**src/rtl/seg_scan_controller.sv**
```systemverilog
// Seven-segment scan scheduler: dwell prescaler, enabled-digit walk, frame-aligned value update.
// Optional LEADING_ZERO_BLANK_EN blanks leading zero digits above digit 0.
module seg_scan_controller #(
    parameter int unsigned DIV_CNT = 100000
) (
    input  logic        aclk,
    input  logic        rst,
    input  logic [31:0] value_in,
    input  logic        value_valid,
    output logic        value_ready,
    input  logic [7:0]  digit_en,
    output logic [2:0]  select,
    output logic [7:0]  anode,
    output logic [6:0]  cathode,
    output logic        frame_done
);

    localparam int unsigned CntW = (DIV_CNT > 2) ? $clog2(DIV_CNT) : 1;

    logic [CntW-1:0] cnt_q;
    logic [31:0]     disp_q;
    logic [31:0]     pend_q;
    logic            tick_q;

    logic            tick;
    logic [2:0]      next_sel;
    logic [2:0]      cand;
    logic            found;
    logic            boundary;
    logic            blank;
    logic [3:0]      nibble;

    function automatic logic [6:0] hex_seg(input logic [3:0] n);
        case (n)
            4'h0:    hex_seg = 7'h40;
            4'h1:    hex_seg = 7'h79;
            4'h2:    hex_seg = 7'h24;
            4'h3:    hex_seg = 7'h30;
            4'h4:    hex_seg = 7'h19;
            4'h5:    hex_seg = 7'h12;
            4'h6:    hex_seg = 7'h02;
            4'h7:    hex_seg = 7'h78;
            4'h8:    hex_seg = 7'h00;
            4'h9:    hex_seg = 7'h10;
            4'hA:    hex_seg = 7'h08;
            4'hB:    hex_seg = 7'h03;
            4'hC:    hex_seg = 7'h46;
            4'hD:    hex_seg = 7'h21;
            4'hE:    hex_seg = 7'h06;
            default: hex_seg = 7'h0E;
        endcase
    endfunction

    assign tick   = (cnt_q == CntW'(DIV_CNT - 1));
    assign nibble = disp_q[{select, 2'b00} +: 4];

    // Search upward mod 8; offset 8 lands back on the current digit (single-digit hold).
    always_comb begin
        next_sel = select;
        cand     = select;
        found    = 1'b0;
        for (int k = 1; k <= 8; k++) begin
            cand = select + 3'(k);
            if (!found && digit_en[cand]) begin
                next_sel = cand;
                found    = 1'b1;
            end
        end
        boundary = tick && found && (next_sel <= select);
    end

`ifdef LEADING_ZERO_BLANK_EN
    always_comb begin
        blank = (select != 3'd0) && ((disp_q >> {select, 2'b00}) == 32'd0);
    end
`else
    always_comb begin
        blank = 1'b0;
    end
`endif

    always_ff @(posedge aclk) begin
        if (rst) begin
            cnt_q       <= '0;
            disp_q      <= '0;
            pend_q      <= '0;
            tick_q      <= 1'b0;
            select      <= 3'd0;
            anode       <= 8'hFF;
            cathode     <= 7'h7F;
            frame_done  <= 1'b0;
            value_ready <= 1'b1;
        end else begin
            tick_q     <= tick;
            frame_done <= boundary;

            if (tick) begin
                cnt_q  <= '0;
                select <= next_sel;
            end else begin
                cnt_q <= cnt_q + CntW'(1);
            end

            // Load and accept are exclusive: load needs the slot full, accept needs it empty.
            if (boundary && !value_ready) begin
                disp_q      <= pend_q;
                value_ready <= 1'b1;
            end else if (value_valid && value_ready) begin
                pend_q      <= value_in;
                value_ready <= 1'b0;
            end

            // Segment drive follows the select update by one cycle.
            if (digit_en == 8'h00) begin
                anode   <= 8'hFF;
                cathode <= 7'h7F;
            end else if (tick_q) begin
                if (digit_en[select] && !blank) begin
                    anode   <= ~(8'h01 << select);
                    cathode <= hex_seg(nibble);
                end else begin
                    anode   <= 8'hFF;
                    cathode <= 7'h7F;
                end
            end
        end
    end

endmodule

```
**config.mk**
```make
export PLATFORM = sky130hd
export DESIGN_NAME = seg_scan_controller
export DESIGN_NICKNAME = d
export VERILOG_FILES = /design/src/rtl/seg_scan_controller.sv
export SDC_FILE = /design/constraint.sdc
export NUM_CORES = 1
export LEC_CHECK = 0
export ABC_AREA = 0
export CAP_MARGIN = 30
export CORE_MARGIN = 1
export CORE_UTILIZATION = 50
export DETAILED_ROUTE_END_ITERATION = 7
export GPL_TIMING_DRIVEN = 1
export PLACE_DENSITY = 0.73
export SLEW_MARGIN = 20
export SYNTH_ARGS = -nofsm -noshare
export SYNTH_HDL_FRONTEND = slang
export SYNTH_SLANG_ARGS = --single-unit
```
**constraint.sdc**
```tcl
create_clock -name aclk -period 6.3 [get_ports aclk]
set_clock_uncertainty 0.1 [all_clocks]
set_input_delay 1.26 -clock aclk [delete_from_list [all_inputs] [get_ports aclk]]
set_output_delay 1.26 -clock aclk [all_outputs]
set_load 0.05 [all_outputs]
```
# Word-level counts from Yosys, hierarchy flattened
# Memory sizes are Yosys's and may differ from the RTL's.
# Index checks and enable logic that the tools add are counted.
[word_totals]
reg_bits = 102
rom_bits = 112
input_bits = 43
word_cells = 90
memories = 1
[op_classes]
n_addsub = 8
n_lt_le_gt_ge = 9
eq_ne = 1
shifts = 2
muxes = 34
bitwise_logic = 2
n_reduce_logical = 24
[mem_list]
columns = ["memory", "depth", "width", "rd", "rd_clocked_by_memory_dff", "wr", "line_no", "rtl"]
rows = [
  ["(no name shown)", 16, 7, 1, 0, 0, "34", "case (n)"],
]
[op_table]
columns = ["op", "count"]
rows = [
  ["$lt A3 B4 Y1 const B", 8],
  ["$shiftx A32 B6 Y4", 1],
  ["$bmux W1 S3", 8],
  ["$mux W3", 8],
  ["$add A17 B1 Y17 const B", 1],
  ["$eq A17 B17 Y1 const B", 1],
  ["$mux W1", 16],
  ["$add A3 B3 Y3 const B", 4],
  ["$logic_and A1 B1 Y1", 11],
  ["$logic_not A1 Y1", 8],
  ["$logic_not A8 Y1", 1],
  ["$mux W8", 1],
  ["$not A8 Y8", 1],
  ["$shl A1 B3 Y8 const A", 1],
  ["$mux W7", 1],
  ["$add A3 B2 Y3 const B", 2],
  ["$reduce_or A2 Y1", 3],
  ["$add A3 B1 Y3 const B", 1],
  ["$le A3 B3 Y1", 1],
  ["$reduce_and A2 Y1", 1],
  ["$not A1 Y1", 1],
]

# Logic depth before layout (Yosys ltp)
[logic_depth]
ltp_word = 30
depth_mapped = 20

# Worst setup path after synthesis
# No wires, ideal clock.
[synth_path]
kind = "reg-to-reg"
startpoint = "reg select[1]"
endpoint = "reg disp_q[28]"
setup_time_ps = 128
arrival_ps = 4828
slack_ps = 1244
path_stages_with_launch = 21
period_less_slack_ps = 5056
cell_sequence = "dfxtp_1 > buf_6 > clkbuf_1 > inv_1 > ha_1 > buf_2 > mux4_2 > mux2i_1 > clkbuf_1 > nor2_1 > a311oi_1 > o21ai_1 > nand2_1 > ha_1 > nor2b_1 > o21a_1 > o21ai_0 > o311ai_4 > buf_6 > mux2i_1 > nor2_1"
[synth_between]
elab_chain_len = 28
[synth_rtl]
columns = ["element", "line_no", "rtl"]
rows = [
  ["start: declaration", "12", "output logic [2:0] select,"],
  ["start signal: assignment", "99", "select <= next_sel;"],
  ["$add A3 B1 Y3", "63", "cand = select + 3'(k);"],
  ["$bmux W1 S3", "64", "if (!found && digit_en[cand]) begin"],
  ["$mux W1 (implied by the code)", "64", ""],
  ["$mux W1", "64", ""],
  ["$logic_not A1 Y1", "64", ""],
  ["$logic_and A1 B1 Y1", "64", ""],
  ["$mux W1", "64", ""],
  ["$logic_not A1 Y1", "64", ""],
  ["[... 13 more ...]", "n/a", ""],
  ["$mux W1", "64", ""],
  ["$logic_not A1 Y1", "64", ""],
  ["$logic_and A1 B1 Y1", "64", ""],
  ["$mux W3 (*)", "64", ""],
  ["net next_sel[1]", "26", "logic [2:0] next_sel;"],
  ["$le A3 B3 Y1 (*)", "69", "boundary = tick && found && (next_sel <= select);"],
  ["$logic_and A1 B1 Y1 (*)", "69", ""],
  ["$logic_and A1 B1 Y1 (*)", "105", "if (boundary && !value_ready) begin"],
  ["end signal: assignment", "106", "disp_q <= pend_q;"],
  ["end: declaration", "21", "logic [31:0] disp_q;"],
]
# Mark *: on every way through the listed nets, which the timed path passes. The rest lies on a longest branch. The select of a mux whose other input is x is not followed.
# A chain may end at the register's enable or synchronous reset.

# Worst setup path after layout
[layout_path]
startpoint = "in digit_en[6]"
endpoint = "reg disp_q[10]"
[layout_between]
elab_chain_len = 27
[layout_rtl]
columns = ["element", "line_no", "rtl"]
rows = [
  ["start: declaration", "11", "input logic [7:0] digit_en,"],
  ["$bmux W1 S3", "64", ""],
  ["$mux W1 (implied by the code)", "64", ""],
  ["$mux W1", "64", ""],
  ["$logic_not A1 Y1", "64", ""],
  ["$logic_and A1 B1 Y1", "64", ""],
  ["$mux W1", "64", ""],
  ["$logic_not A1 Y1", "64", ""],
  ["$logic_and A1 B1 Y1", "64", ""],
  ["[... 12 more ...]", "n/a", ""],
  ["$mux W1", "64", ""],
  ["$logic_not A1 Y1", "64", ""],
  ["$logic_and A1 B1 Y1", "64", ""],
  ["$mux W3 (*)", "64", ""],
  ["net next_sel[2]", "26", ""],
  ["$le A3 B3 Y1 (*)", "69", ""],
  ["$logic_and A1 B1 Y1 (*)", "69", ""],
  ["$logic_and A1 B1 Y1 (*)", "105", ""],
]
# Marks and branches as above.

==> run summary <==
=================================================================================================
Capturing element type of the critical path                                                  flop
Total cell area at the placement stage                                                   5992 µm²
Area contributors post-synth                                                         sky130_fd_sc_hd__dfxtp_1 39%, sky130_fd_sc_hd__mux4_2 8.5%, sky130_fd_sc_hd__mux2i_1 8.3%, sky130_fd_sc_hd__nand2_1 7.5%, sky130_fd_sc_hd__nor2_1 4.3%
Transition time at the pin with the least slew margin                                   0.8078 ns
CTS-repair resized insts                                                                        0
Max-cap violation count                                                                         0
Setup slack at placement                                                                0.7415 ns
Dominant combinational cell family by area after synthesis                           multiplexers
Worst Setup Path Type                                                                      in2reg
GR Util All Layers                                                                         21.86%
Starting DRT DRC Count                                                                        207
Clk network pwr share                                                                       34.0%
CTS hold repair buffers                                                                         0
Number of sinks on the clock net                                                              102
Async S/R FF share, synth                                                                      0%
Area growth from synthesis to final layout                                                 17.74%
RSZ-0062 raised after global routing                                                        false
Post-route cell area                                                                     6212 µm²
Count of input and output buffers                                                              62
Yosys Warn Count                                                                                0
Max-Slew Margin vs Limit                                                                   46.07%
Standard cell core area                                                                10,280 µm²
Area fraction in and, or, nand and nor cells after synthesis                               18.76%
Area share of xor/xnor cells in the synthesized design                                     3.320%
Least setup slack across all paths after layout                                          1.090 ns
Clock root buffer                                                                    sky130_fd_sc_hd__clkbuf_8
Data required time of the critical path                                                   6.43 ns
Source-to-sink clock delay at the later pin of the worst-skew pair                        0.37 ns
Cell Chain, Critical Path                                                            clkdlybuf4s50_1 -> mux4_1 -> mux2_2 -> nor4_4 -> o311a_1 -> a31oi_1 -> o21ai_1 -> ha_1 -> o21a_1 -> o21ai_0 -> o311ai_4 -> buf_8 -> buf_12 -> mux2i_1 -> nor2_1
Antenna Diode Count                                                                             0
Multi-input gate area in the final layout                                                3035 µm²
Starting density of the core                                                               51.34%
Via count of the routed design                                                              4,321
Category of the worst setup path launch point                                           input pin
Mapped cell area                                                                         5276 µm²
Smallest hold slack                                                                     0.3600 ns
Worst hold path type                                                                      reg2reg
First-pass GRT wire length                                                              19,650 µm
Die outline height                                                                       104.7 µm
Filler Cells Inserted                                                                         927
Master of the slowest instance on the critical path                                  sky130_fd_sc_hd__mux4_1
Clock tree from TritonCTS                                                                    done
Combinational power share                                                                    9.6%
Count of flip-flops with a built-in enable after synthesis                                      0
Leading cell types by count after synthesis                                          106 x sky130_fd_sc_hd__nand2_1, 102 x sky130_fd_sc_hd__dfxtp_1, 61 x sky130_fd_sc_hd__nor2_1
Count of boundary I/O pins                                                                     63
Number of buffers inserted by post-CTS setup repair                                             0
Post-detailed-route wirelength per cell                                                  15.46 µm
Area share of the largest cell type after synthesis                                        38.70%
Via-per-instance ratio                                                                      5.671
Residual antenna-violating net count after detailed routing                                     0
Final setup fails                                                                               0
HPWL Detailed                                                                             8278 µm
Layout cell share with drive strength beyond 1                                             10.70%
Outcome                                                                              complete, no violations
Total CTS buffers                                                                               9
Overflow left after global routing                                                              0
H-tree depth                                                                                    3
Antenna violations before repair                                                                0
Die Span X                                                                               104.7 µm
Cell area power density                                                              190.1 nW/µm²
Largest net degree at the start of global routing                                              75
Total die area                                                                         10,970 µm²
Post-synthesis adder-cell area fraction                                                    4.031%
Post-synthesis average cell area                                                        9.240 µm²
Pre-antenna DRT Iters                                                                           5
Num rows                                                                                       37
Routed Wire Length                                                                      11,780 µm
Number of distinct library cell variants in the gate-level netlist after synthesis             55
Internal cell power                                                                     0.8636 mW
Clk slew on worst S/H paths                                                               0.10 ns
Worst Path Max Fanout                                                                          19
Arrival time of data at the critical path endpoint                                        5.34 ns
Number of endpoints with negative hold slack in the final report                                0
Final standard cell utilization of the core                                                60.45%
Register bit count reported by yosys                                                          102
Detailed-route DRC error count                                                                  0
Combined buffer and inverter count along the critical path                                      3
Worst path top cell family by delay                                                  multiplexers
Relative contribution of sequential cells to total power                                    56.4%
Gate count of the mapped netlist                                                              571
Nets in the synthesized netlist                                                               631
Reported leakage power                                                                   2.543 nW
Nets                                                                                          681
Proportion of synthesized chip area in sequential cells                                    38.70%
Number of slew-limit violations in the final report                                             0
Setup tns final                                                                              0 ns
Cell with the most instances after synthesis                                         sky130_fd_sc_hd__nand2_1
Share of the cycle needed by the critical path after routing                               82.70%
Register area                                                                            2042 µm²
Top achievable clock speed                                                             0.1919 GHz
Stage delay of the slowest cell on the critical path                                      0.72 ns
Share of cell area taken by muxes after synthesis                                          20.51%
Top FF cell, synth                                                                   sky130_fd_sc_hd__dfxtp_1
Final weighted congestion of routability-driven global placement                           0.8597
Share of total power consumed by net switching                                             26.89%
Leading area contributor after synthesis                                             sky130_fd_sc_hd__dfxtp_1
Minimum clock period                                                                     5.210 ns
Switching power                                                                         0.3177 mW
Compound-gate portion of the synthesized area                                              10.81%
Worst voltage drop across the vdd grid                                                0.0001314 V
Number of buffers between clock root and the deepest sink                                       2
Via count of the first global-routing pass                                                  4,164
=================================================================================================
## path summary, 6_finish.rpt
path	cells after the start	startpoint	to	slack, ns
max reg2reg	17	select[0]	disp_q[10]	1.17
min reg2reg	2	pend_q[19]	pend_q[19]	0.36
min	2	pend_q[19]	pend_q[19]	0.36
max	15	digit_en[6]	disp_q[10]	1.09
## placed cells by master, fill, tap and decap left out, types with 2 or more instances in the layout
master	synthesis	layout
sky130_fd_sc_hd__inv_1	8	8
sky130_fd_sc_hd__mux2i_1	44	43
sky130_fd_sc_hd__mux2i_4	2	2
sky130_fd_sc_hd__nand2_1	106	106
sky130_fd_sc_hd__and3_1	9	9
sky130_fd_sc_hd__nand2b_1	2	2
sky130_fd_sc_hd__nand4_1	5	5
sky130_fd_sc_hd__o221ai_1	2	2
sky130_fd_sc_hd__nand3_1	14	14
sky130_fd_sc_hd__mux2i_2	3	4
sky130_fd_sc_hd__buf_4	0	7
sky130_fd_sc_hd__nor4_1	4	4
sky130_fd_sc_hd__a311oi_1	2	2
sky130_fd_sc_hd__o2111ai_1	2	2
sky130_fd_sc_hd__nor3_1	10	10
sky130_fd_sc_hd__clkinv_4	0	2
sky130_fd_sc_hd__o311ai_0	2	2
sky130_fd_sc_hd__mux4_2	20	20
sky130_fd_sc_hd__clkinvlp_4	0	2
sky130_fd_sc_hd__a22oi_1	2	2
sky130_fd_sc_hd__o311a_1	2	2
sky130_fd_sc_hd__o21a_1	2	2
sky130_fd_sc_hd__dfxtp_1	102	102
sky130_fd_sc_hd__mux2_2	7	7
sky130_fd_sc_hd__o2111a_1	2	2
sky130_fd_sc_hd__nor2_1	61	61
sky130_fd_sc_hd__xnor2_1	6	6
sky130_fd_sc_hd__o21ai_1	6	6
sky130_fd_sc_hd__clkbuf_8	0	9
sky130_fd_sc_hd__a31oi_1	4	4
sky130_fd_sc_hd__o22ai_1	8	8
sky130_fd_sc_hd__ha_1	17	17
sky130_fd_sc_hd__o21ai_0	11	11
sky130_fd_sc_hd__a21oi_1	36	36
sky130_fd_sc_hd__xor2_1	14	14
sky130_fd_sc_hd__clkdlybuf4s50_1	0	61
sky130_fd_sc_hd__a32oi_1	2	2
## area by class of cell
| cell class | count | share of cell area (%) |
|---|---|---|
| multi-input cells | 426 | 48.86 |
| flip-flops and latches | 102 | 32.87 |
| repair buffers | 73 | 11.88 |
| well taps | 136 | 2.739 |
| clock buffers | 9 | 1.994 |
| clock inverters | 7 | 1.108 |
| inverters | 9 | 0.5438 |
## power groups by stage
stage               combinational (mW)  sequential, mW  clock (mW)
detailed placement               0.111           0.681           0
global placement                 0.106           0.681           0
finish                           0.114           0.666       0.401
CTS                              0.112           0.667       0.411
global route                     0.125           0.668       0.435
floorplan                       0.0635           0.680           0
## stage by stage
step	instances	power, mW
3_5_place_dp	744	0.7928
2_1_floorplan	571	0.7434
5_1_grt	762	1.229
3_3_place_gp	742	0.7874
4_1_cts	760	1.190
6_report	762	1.181
## layer usage
layer	track usage (%)	share of wire, %	up-vias
met1	27.82	45	2043
li1	-	-	2126
met5	0	0	-
met3	4.055	4.5	33
met4	8.753	2.4	0
met2	36.57	48	119
## state kept, by name, indices dropped and copies added (netlist names)
name         flops
anode            8
cathode          7
cnt_q           17
disp_q          32
frame_done       1
pend_q          32
select           3
tick_q           1
value_ready      1
## worst register-to-register path: stages, from the launching register on
cell,delay (ns)
sky130_fd_sc_hd__dfxtp_1,0.38
sky130_fd_sc_hd__inv_1,0.22
sky130_fd_sc_hd__ha_1,0.70
sky130_fd_sc_hd__mux4_2,0.62
sky130_fd_sc_hd__mux2i_2,0.44
sky130_fd_sc_hd__nand4_4,0.21
sky130_fd_sc_hd__nor3_1,0.41
sky130_fd_sc_hd__nor3_1,0.12
sky130_fd_sc_hd__xnor2_1,0.17
sky130_fd_sc_hd__ha_1,0.17
sky130_fd_sc_hd__nor2b_1,0.05
sky130_fd_sc_hd__o21a_1,0.18
sky130_fd_sc_hd__o21ai_0,0.36
sky130_fd_sc_hd__o311ai_4,0.24
sky130_fd_sc_hd__buf_8,0.22
sky130_fd_sc_hd__buf_12,0.17
sky130_fd_sc_hd__mux2i_1,0.17
sky130_fd_sc_hd__nor2_1,0.06
## cells by family after synthesis
kind of cell	Yosys count
buf+inv	43
simple gates	223
flops	102
xor+xnor	20
compound gates	89
mux	77
fa+ha+maj	17
Power figures use the tool's default switching activity.
